`src/rtl/mem_port_arbiter.sv`:
```
// Arbitrates one single-port memory between instruction fetch and load/store.
// Data wins ties unless fetch has waited out MAX_DATA_STREAK data grants; BUSY aborts after TIMEOUT cycles.
module mem_port_arbiter #(
    parameter int ADDR_W          = 32,
    parameter int MAX_DATA_STREAK = 4,
    parameter int TIMEOUT         = 255
) (
    input  logic              clk,
    input  logic              reset,
    input  logic              i_req,
    input  logic [ADDR_W-1:0] i_addr,
    output logic              i_ack,
    output logic [31:0]       i_rdata,
    input  logic              d_req,
    input  logic              d_we,
    input  logic [ADDR_W-1:0] d_addr,
    input  logic [31:0]       d_wdata,
    input  logic [3:0]        d_be,
    output logic              d_ack,
    output logic [31:0]       d_rdata,
    output logic              mem_req,
    output logic              mem_we,
    output logic [ADDR_W-1:0] mem_addr,
    output logic [31:0]       mem_wdata,
    output logic [3:0]        mem_be,
    input  logic [31:0]       mem_rdata,
    input  logic              mem_ready,
    output logic              busy,
    output logic              timeout_err
);

    localparam int STREAK_W = $clog2(MAX_DATA_STREAK + 1);
    localparam logic [31:0] NOP_INSN = 32'h0000_0013;

    typedef enum logic [1:0] {IDLE, BUSY, DONE} state_t;
    typedef enum logic [1:0] {OWN_NONE, OWN_I, OWN_D} owner_t;

    state_t              r_state;
    state_t              w_nextState;
    owner_t              r_owner;
    logic [STREAK_W-1:0] r_streak;
    logic [7:0]          r_timer;
    logic                w_anyReq;
    logic                w_grantD;
    logic                w_timeoutHit;

    always_ff @(posedge clk) begin
        if (reset) r_state <= IDLE;
        else       r_state <= w_nextState;
    end

    // Fetch only overrides a pending data request once the streak has saturated.
    always_comb begin
        w_anyReq     = i_req | d_req;
        w_grantD     = d_req && !(i_req && (r_streak == STREAK_W'(MAX_DATA_STREAK)));
        w_timeoutHit = !mem_ready && (r_timer == 8'(TIMEOUT - 1));
        w_nextState  = r_state;
        case (r_state)
            IDLE:    if (w_anyReq) w_nextState = BUSY;
            BUSY:    if (mem_ready || w_timeoutHit) w_nextState = DONE;
            DONE:    w_nextState = IDLE;
            default: w_nextState = IDLE;
        endcase
    end

    assign i_ack = (r_state == DONE) && (r_owner == OWN_I);
    assign d_ack = (r_state == DONE) && (r_owner == OWN_D);
    assign busy  = (r_state != IDLE);

    always_ff @(posedge clk) begin
        if (reset) begin
            r_owner     <= OWN_NONE;
            r_streak    <= '0;
            r_timer     <= '0;
            mem_req     <= 1'b0;
            mem_we      <= 1'b0;
            mem_addr    <= '0;
            mem_wdata   <= '0;
            mem_be      <= 4'b0000;
            i_rdata     <= '0;
            d_rdata     <= '0;
            timeout_err <= 1'b0;
        end else begin
            case (r_state)
                IDLE: begin
                    r_timer <= '0;
                    if (!i_req) r_streak <= '0;
                    if (w_anyReq) begin
                        mem_req <= 1'b1;
                        if (w_grantD) begin
                            r_owner   <= OWN_D;
                            mem_we    <= d_we;
                            mem_addr  <= d_addr;
                            mem_wdata <= d_wdata;
                            mem_be    <= d_be;
                            if (i_req && (r_streak != STREAK_W'(MAX_DATA_STREAK)))
                                r_streak <= r_streak + 1'b1;
                        end else begin
                            r_owner   <= OWN_I;
                            mem_we    <= 1'b0;
                            mem_addr  <= i_addr;
                            mem_wdata <= '0;
                            mem_be    <= 4'b1111;
                            r_streak  <= '0;
                        end
                    end
                end
                BUSY: begin
                    if (mem_ready) begin
                        mem_req <= 1'b0;
                        if (r_owner == OWN_D) d_rdata <= mem_rdata;
                        else                  i_rdata <= mem_rdata;
                    end else if (w_timeoutHit) begin
                        // Abort returns a NOP so a starved fetch cannot inject garbage into the pipeline.
                        mem_req     <= 1'b0;
                        timeout_err <= 1'b1;
                        if (r_owner == OWN_D) d_rdata <= NOP_INSN;
                        else                  i_rdata <= NOP_INSN;
                    end else begin
                        r_timer <= r_timer + 8'd1;
                    end
                end
                DONE: r_owner <= OWN_NONE;
                default: r_owner <= OWN_NONE;
            endcase
        end
    end

endmodule
```
`config.mk`:
```
export PLATFORM = sky130hd
export DESIGN_NAME = mem_port_arbiter
export DESIGN_NICKNAME = d
export VERILOG_FILES = /design/src/rtl/mem_port_arbiter.sv
export SDC_FILE = /design/constraint.sdc
export NUM_CORES = 1
export LEC_CHECK = 0
export ABC_CLOCK_PERIOD_IN_PS = 2100
export CORE_UTILIZATION = 40
export CTS_CLUSTER_SIZE = 8
export DETAILED_ROUTE_END_ITERATION = 6
export PLACE_DENSITY_LB_ADDON = 0.15
export SYNTH_ARGS = -nofsm -noshare
export SYNTH_HDL_FRONTEND = slang
export SYNTH_SLANG_ARGS = --single-unit
```
`constraint.sdc`:
```
create_clock -name clk -period 2.1 [get_ports clk]
set_input_delay 0.315 -clock clk [delete_from_list [all_inputs] [get_ports clk]]
set_output_delay 0.315 -clock clk [all_outputs]
set_load 0.05 [all_outputs]
```
==> metrics.md <==
| Metric | Value |
|---|---|
| GRT Total Usage | 23.0% |
| Worst-Skew Late Latency | 0.41 ns |
| Hold crit path type | in2reg |
| Storage cell area | 0.00300 sq mm |
| TritonCTS buffer count | 17 |
| Sinks on the clock net | 150 |
| Initial antenna violation count | 0 |
| Sequential fraction of the synthesis area | 53.9% |
| Total global routing overflow | 0 |
| Clk pwr share | 39.3% |
| Total number of vias | 5,562 |
| Drt pass-1 iters | 5 |
| Post-Syn Nets | 721 |
| Peak VDD IR | 0.447 mV |
| Top delay family on crit path | flip-flops |
| Root Buffer | clkbuf_16 |
| Share of power burned in registers | 38.9% |
| Die Height | 120 um |
| Fin crit period | 1.98 ns |
| First-pass GRT wire length | 26,200 um |
| Largest net degree at the start of global routing | 54 |
| WS Path Type | reg2out |
| Slew at the pin closest to its max-slew limit | 1.29 ns |
| Crit end category | output port |
| Fin Hold WS | 0.346 ns |
| Vias in the first global route | 5,366 |
| Commonest non-fill, non-tap cell in the layout | clkdlybuf4s50_1 |
| Die area | 0.0144 sq mm |
| Synth area leader | dfxtp_1 |
| Resized Gates After CTS | 0 |
| Buf+Inv Stages, Crit Path | 1 |
| Slowest-stage cell, CP | dfxtp_1 |
| Fmax | 504 MHz |
| Mux contribution to synthesized area | 0.359% |
| Critical path launch point type | flip-flop |
| Core area | 0.0134 sq mm |
| Cell Chain, Critical Path | nor4bb_2 > buf_12 |
| Antenna Nets Post-Route | 0 |
| Cell area after synthesis | 0.00557 sq mm |
| Synthesis-stage register bit count | 150 |
| Tcrit/Tclk final | 94.4% |
| Area growth syn-to-layout | 64.6% |
| Max-slew headroom | 13.9% |
| Post-synth EDFFs | 0 |
| Endpoints failing hold | 0 |
| Pwr Total | 7990 uW |
| IO Pins | 276 |
| Core Rows | 42 |
| Switching Share | 28.8% |
| P per Cell Area | 871 mW/mm^2 |
| Routability cong. | 0.813 |
| Buffers on Ports | 275 |
| Comb power frac | 21.8% |
| Synth Area in Adders | 0.898% |
| Final HPWL DP | 11,900 um |
| H-tree depth | 4 |
| Crit path DAT | 1.67 ns |
| Main combinational cell family by area after synthesis | compound AO/OA/AOI/OAI gates |
| Post-synthesis xor/xnor area fraction | 0% |
| Ant diodes | 0 |
| Drt total wl | 16,800 um |
| Synth warn | 0 |
| Worst-path clk slew | 0.06 ns |
| Post-Syn Instances | 579 |
| Unrepaired setup endpoints after global routing | no |
| Setup TNS | 0 ns |
| Simple-gate area share of the yosys netlist | 15.9% |
| Leakage | 0.00341 uW |
| Critical Path Max Stage Delay | 0.57 ns |
| Top-area cell type share of the netlist area | 53.9% |
| Post-synthesis compound-gate area fraction | 24.4% |
| Layout cells sized above 1 | 7.99% |
| Max-cap violation count | 0 |
| Initial DRC Count | 312 |
| CTS tree | built |
| Most frequent cells in the layout | 271 x clkdlybuf4s50_1, 150 x dfxtp_1, 81 x nor2_1 |
| Synthesized area per cell | 9.63 sq um |
| Data required, critical path | 1.78 ns |
| Status | finished, final reports clean |
| DR vias/cell | 5.42 |
| Clock Skew | 0.00608 ns |
| Clock Path Buffers | 2 |
| Setup violators final | 0 |
| # DRC | 0 |
| Worst Path Max Fanout | 12 |
| # nets final | 981 |
| Post-synth top flop | dfxtp_1 |
| Multi-input logic area | 0.00235 sq mm |
| NetSw | 2300 uW |
| Die extent in x | 120 um |
| Wire length per cell | 16.4 um |
| Initial Utilization | 41.6% |
| Async SR Flop Fraction | 0% |
| Synth top area cells | dfxtp_1 54%, a32o_1 10%, nor2_1 5.5% |
| Synth cell types | 44 |
| Max-slew violation count | 0 |
| Int Pwr | 5690 uW |
| Filler cell count | 1,110 |
| Setup bufs post-CTS | 0 |
| Cts hold-fix bufs | 0 |
[cell families (layout without fill, tap and decap cells)]
kind of cell / count (synthesis) / count (layout)
AND/OR/NAND/NOR: 202 / 202
AO/OA/AOI/OAI: 161 / 161
flip-flops: 150 / 150
buffers and inverters: 60 / 332
adder cells (fa/ha/maj): 4 / 4
multiplexers: 2 / 2
[synthesized netlist by cell type, drive strengths merged (2+ instances only)]
library cell,n
nand3,3
dfxtp,150
mux2i,2
and3,3
nor2b,8
a31oi,5
or4,3
a311oi,32
nor3,11
a211oi,5
inv,6
a21oi,13
a32o,58
nand4,3
o211ai,2
and2,4
a2111oi,2
buf,16
clkbuf,38
a22oi,35
o21ai,4
nor2,84
ha,4
nand2,74
o21a,3
[registers in the layout (all words and copies together) (netlist names), 3 cells and up]
name / count
d_rdata: 32
i_rdata: 32
mem_addr: 32
mem_wdata: 32
r_timer: 8
mem_be: 4
r_streak: 3
[stage by stage]
| step | std cells | utilization (%) | worst slack (ns) | cell area (sq um) |
|---|---|---|---|---|
| 5_1_grt | 1027 | 68.5 | 0.000201 | 9180 |
| 6_report | 1027 | 68.5 | 0.117 | 9180 |
| 3_5_place_dp | 996 | 63.9 | -0.156 | 8560 |
| 2_1_floorplan | 579 | - | 0.293 | 5580 |
| 3_3_place_gp | 996 | 63.9 | -0.00426 | 8560 |
| 4_1_cts | 1027 | 68.5 | 0.0884 | 9180 |
[power groups by stage]
stage	clock network, uW	logic [uW]	registers [uW]
floorplan	0	459	3700
global placement	0	1720	3160
detailed placement	0	1740	3170
CTS	3200	1750	3110
global route	3340	1840	3130
finish	3140	1740	3110
[per-layer routing]
metal | part of all wire, % | GRT usage [%] | up-vias | routed length [um]
li1 | - | - | 2674 | -
met1 | 39 | 25.7 | 2653 | 6650
met2 | 50 | 39.9 | 209 | 8410
met3 | 8.4 | 7.84 | 26 | 1420
met4 | 2.1 | 9.14 | 0 | 355
met5 | 0 | 0 | - | 0
[layout make-up]
class                   instances  area share [%]
clock buffers                  18            4.68
flip-flops and latches        150            32.7
inverters                       6           0.245
clock inverters                13            1.99
repair buffers                295            32.3
multi-input cells             369            25.6
well taps                     176            2.40
[path summary, 6_finish.rpt]
kind | slack (ns) | cells past startpoint | start | end
worst max-delay path | 0.12 | 2 | r_state[1] | i_ack
worst min-delay path | 0.35 | 2 | reset | mem_wdata[27]
worst max register to register | 0.22 | 7 | r_timer[0] | i_rdata[22]
worst min register to register | 0.46 | 1 | i_rdata[25] | i_rdata[25]
[worst register-to-register path: cells and delay by family (launching register included)]
kind | cells | cell delay (ns)
AND/OR/NAND/NOR | 1 | 0.21
buffers and inverters | 2 | 0.40
adder cells (fa/ha/maj) | 1 | 0.21
flip-flops | 1 | 0.36
AO/OA/AOI/OAI | 3 | 0.63
Note: power is estimated with default switching activity, not from simulation.
